File: config.mk
export PLATFORM = sky130hd
export DESIGN_NAME = pipe_skid_latch
export DESIGN_NICKNAME = d
export VERILOG_FILES = /design/src/rtl/pipe_skid_latch.sv
export SDC_FILE = /design/constraint.sdc
export NUM_CORES = 1
export LEC_CHECK = 0
export BUFFER_PORTS_ARGS = -buffer_cell sky130_fd_sc_hd__buf_2
export CAP_MARGIN = 0
export CORE_MARGIN = 2
export CORE_UTILIZATION = 52
export DETAILED_ROUTE_END_ITERATION = 7
export PLACE_DENSITY = 0.86
export RECOVER_POWER = 100
export SLEW_MARGIN = 20
export SYNTH_ARGS = -nofsm -noshare
export SYNTH_HDL_FRONTEND = slang
export SYNTH_SLANG_ARGS = --single-unit
File: constraint.sdc
create_clock -name CLK -period 2.45 [get_ports CLK]
set_input_delay 0.735 -clock CLK [delete_from_list [all_inputs] [get_ports CLK]]
set_output_delay 0.735 -clock CLK [all_outputs]
set_load 0.005 [all_outputs]
File: src/rtl/pipe_skid_latch.sv
// -----------------------------------------------------------------------------
// pipe_skid_latch
//
// Single-stage valid/ready pipeline register with one skid entry. The main
// register drives out_data. The skid register catches the one extra payload
// that can arrive while downstream is stalled. in_ready is decoded from the
// registered state only, so there is no combinational path from out_ready
// back to in_ready.
//
// Parameters
//   DATA_W      payload width
//   CNT_W       width of each performance counter
//
// Ports
//   CLK         clock; all state updates on the rising edge
//   nRST        asynchronous active-low reset
//   in_valid    upstream offers in_data
//   in_ready    stage can accept (state EMPTY or ONE)
//   in_data     upstream payload
//   flush       synchronous squash of all held payload
//   out_valid   out_data holds a payload (state ONE or FULL)
//   out_ready   downstream accepts out_data
//   out_data    payload to downstream; zero while out_valid is low
//   stall_cnt   saturating count of cycles with out_valid && !out_ready
//   bubble_cnt  saturating count of cycles with !out_valid
//
// Build option
//   PIPE_SKID_LATCH_PERF_EN  when defined, stall_cnt/bubble_cnt are live
//                            saturating counters; otherwise both ports are
//                            tied to zero and no counter flops exist.
// -----------------------------------------------------------------------------
module pipe_skid_latch #(
    parameter int DATA_W = 32,
    parameter int CNT_W  = 16
) (
    input  logic              CLK,
    input  logic              nRST,
    input  logic              in_valid,
    output logic              in_ready,
    input  logic [DATA_W-1:0] in_data,
    input  logic              flush,
    output logic              out_valid,
    input  logic              out_ready,
    output logic [DATA_W-1:0] out_data,
    output logic [CNT_W-1:0]  stall_cnt,
    output logic [CNT_W-1:0]  bubble_cnt
);

    typedef enum logic [1:0] {
        EMPTY = 2'd0,
        ONE   = 2'd1,
        FULL  = 2'd2
    } state_t;

    state_t            state_p0;
    state_t            state_nxt;
    logic [DATA_W-1:0] main_p0;
    logic [DATA_W-1:0] main_nxt;
    logic [DATA_W-1:0] skid_p0;
    logic [DATA_W-1:0] skid_nxt;

    logic vld_p0;
    logic in_fire;
    logic out_fire;

    // Handshake decode: both flags come from the registered state only.
    assign vld_p0    = (state_p0 == ONE) || (state_p0 == FULL);
    assign in_ready  = (state_p0 == EMPTY) || (state_p0 == ONE);
    assign out_valid = vld_p0;

    assign in_fire  = in_valid && in_ready;
    assign out_fire = vld_p0 && out_ready;

    // main is cleared whenever the stage empties, so it can drive out_data
    // directly and still read as zero while out_valid is low.
    assign out_data = main_p0;

    // ---- stage p0: state and storage registers ----
    always_ff @(posedge CLK or negedge nRST) begin
        if (!nRST) begin
            state_p0 <= EMPTY;
            main_p0  <= '0;
            skid_p0  <= '0;
        end else begin
            state_p0 <= state_nxt;
            main_p0  <= main_nxt;
            skid_p0  <= skid_nxt;
        end
    end

    always_comb begin
        state_nxt = state_p0;
        main_nxt  = main_p0;
        skid_nxt  = skid_p0;

        if (flush) begin
            // Flush wins over everything: an accepted input is discarded and
            // an output handshake in this cycle counts as delivered.
            state_nxt = EMPTY;
            main_nxt  = '0;
            skid_nxt  = '0;
        end else begin
            case (state_p0)
                EMPTY: begin
                    if (in_fire) begin
                        state_nxt = ONE;
                        main_nxt  = in_data;
                    end
                end
                ONE: begin
                    if (in_fire && out_fire) begin
                        state_nxt = ONE;
                        main_nxt  = in_data;
                    end else if (in_fire) begin
                        state_nxt = FULL;
                        skid_nxt  = in_data;
                    end else if (out_fire) begin
                        state_nxt = EMPTY;
                        main_nxt  = '0;
                    end
                end
                FULL: begin
                    // in_ready is low here, so only the drain can happen.
                    if (out_fire) begin
                        state_nxt = ONE;
                        main_nxt  = skid_p0;
                        skid_nxt  = '0;
                    end
                end
                default: begin
                    state_nxt = EMPTY;
                    main_nxt  = '0;
                    skid_nxt  = '0;
                end
            endcase
        end
    end

`ifdef PIPE_SKID_LATCH_PERF_EN
    function automatic logic [CNT_W-1:0] sat_inc(input logic [CNT_W-1:0] cnt);
        logic [CNT_W-1:0] one;
        one = {{(CNT_W-1){1'b0}}, 1'b1};
        return (&cnt) ? cnt : cnt + one;
    endfunction

    logic [CNT_W-1:0] stall_p0;
    logic [CNT_W-1:0] bubble_p0;

    // ---- stage p0: performance counters (independent of flush) ----
    always_ff @(posedge CLK or negedge nRST) begin
        if (!nRST) begin
            stall_p0  <= '0;
            bubble_p0 <= '0;
        end else begin
            if (vld_p0 && !out_ready) begin
                stall_p0 <= sat_inc(stall_p0);
            end
            if (!vld_p0) begin
                bubble_p0 <= sat_inc(bubble_p0);
            end
        end
    end

    assign stall_cnt  = stall_p0;
    assign bubble_cnt = bubble_p0;
`else
    assign stall_cnt  = '0;
    assign bubble_cnt = '0;
`endif

endmodule

==> results.cfg, run 1 <==
[status]
status = complete, but fails checks
violations = capacitance limit, slew limit

[floorplan]
pin_count = 103
die_w_um = 87.6
rows = 30
die_h_um = 87.6
start_util = 0.535
core_area_mm2 = 0.00679
die-area_mm2 = 0.00768

[routing]
drcViolationCount = 0
detail_route.first_pass.iterations = 5
ant_nets = 0
post_drt_via_cell_ratio = 5.39
wl_mm = 7.49
vias = 2763
routedWlPerCell_um = 14.6
drt_iter0_markers = 124

[worst_setup_path]
cp_max_fo = 14
setup.worst_path.start = state_p0[0]$_DFFE_PN0P_
r2r_start = state_p0[0]$_DFFE_PN0P_
worstSetupEndpoint = in_ready
reg2reg_depth = 7
crit_buf_inv = 3
crit_cells = 5
path_cells = inv_1, ha_1, buf_4, or2_1, buf_2
reg2reg_to = skid_p0[9]$_DFFE_PN0P_
cp.arrival_ns = 1.64
slowest_delay_ns = 0.42
reg2reg_slack_ns = 0.20
cpLargestDelayFamily = buffers and inverters
endpoint_kind = output pin
cp-start-kind = register
worstSetupPathType = reg2out
required_ns = 1.71
crit_path_top_delay_cell = dfrtp_1

[power]
p_clk_frac = 0.204
p_sw_frac = 0.372
combPwrFrac = 0.400
seqPwrFrac = 0.397
vdd_drop_max_mv = 0.952
p_leak_nw = 1.91
switchingPower_mw = 1.53
p_int_mw = 2.59
powerDensity_mw_per_mm2 = 1020

[sta]
max-slew-margin-rel = -0.0578
tns_ns = 0
finalCritPeriodShare = 0.968
min_period_ns = 2.37
worstMarginPinSlew_ns = 1.59
finalHoldViolations = 0
slew_viol_final = 67
setup_viol_count_final = 0
grt_setup_unrepaired = no
max_freq_mhz = 422
clock_skew_ns = 0.00828

[synthesis]
synth_xor_area_frac = 0
synth.most_common_cell = nor2_1
synth_top_family_by_area = compound AO/OA/AOI/OAI gates
synth_cells = 352
synth-simple-area-share = 0.0936
synth_ff_type = dfrtp_1
netlist_top_cells_area = dfrtp_1 45%, a21oi_2 14%, a22o_1 7.9%
synthTopCellsByCount = 67 x nor2_1, 66 x dfrtp_1, 58 x a21oi_2, 34 x buf_4, 33 x a22o_1
avgSynthCellArea_um2 = 10.3
synth_top_area_share = 0.454
synth_mux_area_frac = 0.00275
synth_edf_count = 0
synthAdderAreaFrac = 0.0172
yosysSeqAreaShare = 0.454
yosys.area.top_type = dfrtp_1
synth_compound_area_frac = 0.304
ys_warn_count = 0
syn_area_mm2 = 0.00364
ys_seq_elements = 66
synthArstFlopShare = 1.00
ys_types = 29

[hold_path]
whs_path_depth = 1
hold_path_class = reg2reg

[cells_and_area]
area_delta_synth_final_pct = 11.4
layout-drive-gt1-share = 0.350
nets = 454
antenna_cells = 0
final_cell_area_mm2 = 0.00405

[run]
drv_cap = 1

[clocking]
clock-sinks = 66
cts-resized-gates = 0
clockBufferDepth = 2
insertion_delay_ns = 0.33
cts_root_buffer = clkbuf_8
cts_setup_buffers = 0
h-tree-depth = 3
cts_hold_buf = 0
clkTransAtPathRegs_ns = 0.07
cts_tree = built
cts_made_buffers = 9

[grt]
grt_max_degree = 67
overflow = 0
track_usage = 0.203
antenna_found_initial = 0
grt_pass1_wl_mm = 12.2
first_global_vias = 2560

[placed_design]
io_buffers = 70
gp_congestion = 0.901
dpl_cell_area_mm2 = 0.00390
place_hpwl_mm = 5.03
-- power groups by stage --
stage	logic [mW]	clock network [mW]	registers, mW
finish	1.65	0.841	1.64
global route	1.85	0.906	1.67
CTS	1.69	0.860	1.63
detailed placement	1.68	0	1.64
global placement	1.62	0	1.64
floorplan	1.15	0	1.65
-- layer usage --
metal / wire length, um / global-route usage / part of all wire
met5: 0 / 0 / 0
met4: 69 / 0.0699 / 0.0092
met3: 432 / 0.0443 / 0.058
met2: 3530 / 0.308 / 0.47
met1: 3450 / 0.289 / 0.46
-- state kept, by name, indices dropped and copies added (netlist names) --
register and count:
out_data 32, skid_p0 32, state_p0 2
-- worst register-to-register path, cell delays in order (launching register included) --
cell and delay [ns]:
dfrtp_1 0.42, inv_1 0.11, ha_1 0.39, nand2_1 0.10, nand2_1 0.14, and3_1 0.47, buf_4 0.35, a22o_1 0.21
-- worst min path at each step --
stage,from,endpoint,slack [ns]
after floorplan,nRST,out_data[0]$_DFFE_PN0P_,0.44
after global placement,skid_p0[13]$_DFFE_PN0P_,skid_p0[13]$_DFFE_PN0P_,0.48
after detailed placement,skid_p0[0]$_DFFE_PN0P_,skid_p0[0]$_DFFE_PN0P_,0.48
after CTS,nRST,out_data[18]$_DFFE_PN0P_,0.41
after global routing,skid_p0[18]$_DFFE_PN0P_,skid_p0[18]$_DFFE_PN0P_,0.52
final,skid_p0[28]$_DFFE_PN0P_,skid_p0[28]$_DFFE_PN0P_,0.51
-- stage by stage --
step | utilization | hold slack [ns] | std cells | power (mW) | setup WS (ns)
4_1_cts | 0.601 | 0.414 | 513 | 4.18 | 0.0761
3_3_place_gp | 0.574 | 0.483 | 497 | 3.26 | 0.285
5_1_grt | 0.597 | 0.519 | 513 | 4.43 | 0.0105
3_5_place_dp | 0.574 | 0.483 | 497 | 3.33 | 0.217
2_1_floorplan | - | 0.439 | 383 | 2.81 | 0.555
6_report | 0.597 | 0.506 | 513 | 4.12 | 0.0793
-- area by class of cell --
type                    count  area (um2)
fillers                   579        2740
multi-input cells         253        1650
flip-flops and latches     66        1650
repair buffers             80         437
clock buffers              14         173
well taps                  96         120
clock inverters             2        10.0
inverters                   2        7.51
-- kinds of logic after synthesis --
logic type / Yosys count
AND/OR/NAND/NOR: 80
multiplexers: 1
adder cells (fa/ha/maj): 5
other: 1
AO/OA/AOI/OAI: 135
buffers and inverters: 64
flip-flops: 66
-- placed cells by master, fill, tap and decap left out, drive strengths merged, types with 2 or more instances in the layout --
cell type	synthesis	routed
ha	5	5
inv	2	2
a31oi	2	2
dfrtp	66	66
conb	1	32
buf	51	70
a21oi	66	66
clkinv	0	2
a22oi	32	32
nand2	3	3
or2	2	2
a22o	33	33
clkbuf	11	24
nor2	67	67
Note: power is estimated with default switching activity, not from simulation.
==> run 2, diff against run 1 <==
--- a/config.mk
+++ b/config.mk
@@ -7,7 +7,6 @@
 export LEC_CHECK = 0
 export BUFFER_PORTS_ARGS = -buffer_cell sky130_fd_sc_hd__buf_2
 export CAP_MARGIN = 0
-export CORE_MARGIN = 2
 export CORE_UTILIZATION = 52
 export DETAILED_ROUTE_END_ITERATION = 7
 export PLACE_DENSITY = 0.86
==> results.cfg, run 2 (synthesis results as in run 1) <==
[power]
powerDensity_mw_per_mm2 = 1040
vdd_drop_max_mv = 0.748
p_leak_nw = 1.92
power_mw = 4.23

[cells_and_area]
area_delta_synth_final_pct = 11.4
final_util = 0.600
final_cell_mix = 67 x nor2_1, 66 x dfrtp_1, 63 x buf_2
final_common_cell = nor2_1
antenna_cells = 0
layout-drive-gt1-share = 0.357
final_cells = 495
nets = 452
final_cell_area_mm2 = 0.00405
nFillCells = 587

[worst_setup_path]
crit_path_top_delay_cell = a31oi_4
cp-start-kind = register
cp_max_fo = 32
endpoint_kind = register
cpMostUsedCell = nand2_1
cpLargestDelayFamily = compound AO/OA/AOI/OAI gates
path_cells = inv_1, ha_1, nand2_1, nand2_1, a31oi_4, a22o_1
required_ns = 2.71
worstSetupPathType = reg2reg
crit_buf_inv = 1
cp.arrival_ns = 2.46
slowest_delay_ns = 0.74

[sta]
max-slew-margin-rel = -0.0538
worstMarginPinSlew_ns = 1.58
whs_ns = 0.501
tns_ns = 0
max_freq_mhz = 456
setup_viol_count_final = 0
finalCritPeriodShare = 0.894
fin_ws_ns = 0.258
slew_viol_final = 67
clock_skew_ns = 0.00671
grt_setup_unrepaired = no
finalHoldViolations = 0
min_period_ns = 2.19

[routing]
vias = 2727
post_drt_via_cell_ratio = 5.51
drt_iter0_markers = 165
ant_nets = 0
drcViolationCount = 0
wl_mm = 7.39
routedWlPerCell_um = 14.9
detail_route.first_pass.iterations = 5

[placed_design]
pre_cts_ws_ns = 0.307
gp_congestion = 0.753
place_hpwl_mm = 4.75
io_buffers = 70
placedCellCount = 479
dpl_cell_area_mm2 = 0.00386

[clocking]
clock-sinks = 66
clockBufferDepth = 2
cts_root_buffer = clkbuf_8
h-tree-depth = 3
cts_setup_buffers = 0
insertion_delay_ns = 0.33
clkTransAtPathRegs_ns = 0.07
cts_made_buffers = 9
cts_tree = built
cts-resized-gates = 0
cts_hold_buf = 0

[status]
violations = capacitance limit, slew limit
status = complete, but fails checks

[floorplan]
start_util = 0.538
die-area_mm2 = 0.00733
die_h_um = 85.6
rows = 30
die_w_um = 85.6
core_area_mm2 = 0.00676
pin_count = 103

[grt]
grt_max_degree = 67
overflow = 0
track_usage = 0.213
grt_pass1_wl_mm = 12.2
antenna_found_initial = 0
first_global_vias = 2605

[run]
drv_cap = 1

[hold_path]
hold_path_class = reg2reg
-- run 2: final timing paths --
kind / startpoint / end / slack, ns / cells past startpoint
worst max-delay path: state_p0[0]$_DFFE_PN0P_ / skid_p0[0]$_DFFE_PN0P_ / 0.26 / 6
worst max register to register: state_p0[0]$_DFFE_PN0P_ / skid_p0[0]$_DFFE_PN0P_ / 0.26 / 6
max in group asynchronous: nRST / skid_p0[17]$_DFFE_PN0P_ / 0.63 / 2
worst min register to register: skid_p0[8]$_DFFE_PN0P_ / skid_p0[8]$_DFFE_PN0P_ / 0.50 / 1
min in group asynchronous: nRST / out_data[12]$_DFFE_PN0P_ / 0.87 / 2
worst min-delay path: skid_p0[8]$_DFFE_PN0P_ / skid_p0[8]$_DFFE_PN0P_ / 0.50 / 1
-- run 2: layout make-up --
| type | instances | area, um2 | area share |
|---|---|---|---|
| clock buffers | 12 | 165 | 0.0408 |
| clock inverters | 4 | 48.8 | 0.0120 |
| inverters | 2 | 7.51 | 0.00185 |
| multi-input cells | 253 | 1650 | 0.408 |
| flip-flops and latches | 66 | 1650 | 0.408 |
| well taps | 80 | 100 | 0.0247 |
| repair buffers | 78 | 424 | 0.105 |
-- run 2: where the power goes --
group / switching (mW) / leakage, nW / total, mW / internal, mW
logic: 0.945 / 0.938 / 1.64 / 0.693
registers: 0.188 / 0.873 / 1.63 / 1.44
clock network: 0.414 / 0.112 / 0.965 / 0.552
total: 1.55 / 1.92 / 4.23 / 2.68
-- run 2: routing by layer --
layer / up-vias / share of wire / GRT usage
met2: 97 / 0.49 / 0.350
met1: 1317 / 0.44 / 0.274
met5: - / 0 / 0
li1: 1307 / - / -
met3: 6 / 0.061 / 0.0587
met4: 0 / 0.0088 / 0.0712
==> run 3, diff against run 2 <==
--- a/config.mk
+++ b/config.mk
@@ -9,8 +9,10 @@
 export CAP_MARGIN = 0
 export CORE_UTILIZATION = 52
 export DETAILED_ROUTE_END_ITERATION = 7
+export MAX_ROUTING_LAYER = met4
 export PLACE_DENSITY = 0.86
 export RECOVER_POWER = 100
+export REMOVE_ABC_BUFFERS = 1
 export SLEW_MARGIN = 20
 export SYNTH_ARGS = -nofsm -noshare
 export SYNTH_HDL_FRONTEND = slang
==> constraint.sdc (replaced) <==
create_clock -name CLK -period 2.45 [get_ports CLK]
set_input_delay 0.245 -clock CLK [delete_from_list [all_inputs] [get_ports CLK]]
set_output_delay 0.245 -clock CLK [all_outputs]
set_load 0.005 [all_outputs]
==> results.cfg, run 3 (synthesis results as in run 1) <==
[worst_setup_path]
cp_max_fo = 35
cp.arrival_ns = 2.38
cp-start-kind = register
required_ns = 2.67
worstSetupPathType = reg2reg
endpoint_kind = register

[clocking]
clkTransAtPathRegs_ns = 0.07
cts_tree = built
cts-resized-gates = 0
clock-sinks = 66
clockBufferDepth = 2
h-tree-depth = 3
cts_made_buffers = 9
insertion_delay_ns = 0.34
cts_root_buffer = clkbuf_8

[cells_and_area]
area_delta_synth_final_pct = 10.5
final_cells = 498
final_common_cell = nor2_1
final_cell_mix = 67 x nor2_1, 66 x dfrtp_1, 60 x buf_2
nets = 455
antenna_cells = 0
layout-drive-gt1-share = 0.328

[routing]
post_drt_via_cell_ratio = 5.59
wl_mm = 7.69
vias = 2786
detail_route.first_pass.iterations = 4
drt_iter0_markers = 204
routedWlPerCell_um = 15.4
ant_nets = 0
drcViolationCount = 0

[sta]
setup_viol_count_final = 0
whs_ns = 0.169
finalHoldViolations = 0
max-slew-margin-rel = -0.0171
slew_viol_final = 25
worstMarginPinSlew_ns = 1.53
min_period_ns = 2.15
finalCritPeriodShare = 0.879
grt_setup_unrepaired = no
max_freq_mhz = 464
clock_skew_ns = 0.00630

[floorplan]
rows = 30
start_util = 0.538
die_w_um = 85.6
core_area_mm2 = 0.00676
die_h_um = 85.6
pin_count = 103
die-area_mm2 = 0.00733

[grt]
first_global_vias = 2581
overflow = 0
antenna_found_initial = 0
track_usage = 0.229
grt_max_degree = 47
grt_pass1_wl_mm = 12.6

[power]
power_mw = 4.17
p_leak_nw = 1.91
powerDensity_mw_per_mm2 = 1040
vdd_drop_max_mv = 0.726

[hold_path]
hold_path_class = in2reg

[placed_design]
gp_congestion = 0.905
place_hpwl_mm = 5.07
io_buffers = 70
placedCellCount = 481

[run]
drv_cap = 1

[status]
status = complete, but fails checks
violations = capacitance limit, slew limit
## run 3: cell type report
| class | count | area [um2] |
|---|---|---|
| multi-input combinational | 253 | 1620 |
| tap | 80 | 100 |
| timing repair buffer | 81 | 455 |
| clock inverter | 2 | 10.0 |
| inverter | 2 | 7.51 |
| sequential | 66 | 1650 |
| fill | 567 | 2740 |
| clock buffer | 14 | 173 |
## run 3: routing by layer
metal	vias up	routed length (um)	track usage
met5	-	0	-
met4	0	114	0.0955
met3	11	364	0.0356
met2	101	3700	0.341
met1	1363	3520	0.314
li1	1311	-	-
## run 3: worst paths after layout
kind                                              start                        to  slack (ns)  cells past startpoint
worst max-delay path            state_p0[0]$_DFFE_PN0P_   skid_p0[17]$_DFFE_PN0P_        0.30                      7
worst min-delay path                         in_data[2]    skid_p0[2]$_DFFE_PN0P_        0.17                      2
worst max register to register  state_p0[0]$_DFFE_PN0P_   skid_p0[17]$_DFFE_PN0P_        0.30                      7
worst min register to register   skid_p0[4]$_DFFE_PN0P_    skid_p0[4]$_DFFE_PN0P_        0.50                      1
max in group asynchronous                          nRST  out_data[12]$_DFFE_PN0P_        0.74                      3
min in group asynchronous                          nRST   skid_p0[16]$_DFFE_PN0P_        0.80                      2
## run 3: report_power, final
| group | switching (mW) | total, mW | leakage (nW) | internal [mW] |
|---|---|---|---|---|
| registers | 0.205 | 1.64 | 0.873 | 1.44 |
| clock network | 0.402 | 0.851 | 0.0965 | 0.448 |
| logic | 0.953 | 1.67 | 0.944 | 0.718 |
## run 3: per-stage QoR
stage                     cell area [um2]   util  setup TNS, ns  setup WS [ns]
final                                4020  0.595              0          0.296
after global routing                 4020  0.595              0          0.130
after CTS                            4070  0.602              0          0.365
after detailed placement             3880  0.574              0          0.387
after global placement               3880  0.574              0          0.469
after floorplan                      3300      -         -30.97         -0.520
## run 3: critical path: stages (launching register included)
cell	delay [ns]
dfrtp_1	0.41
inv_1	0.12
ha_1	0.18
buf_4	0.37
nand2_1	0.19
and3_1	0.20
clkbuf_2	0.26
a22o_1	0.30
## run 3: repair_timing
action,in CTS,in global routing
buffers inserted,0,0
hold buffers,1,0
hold endpoints to repair,24,0
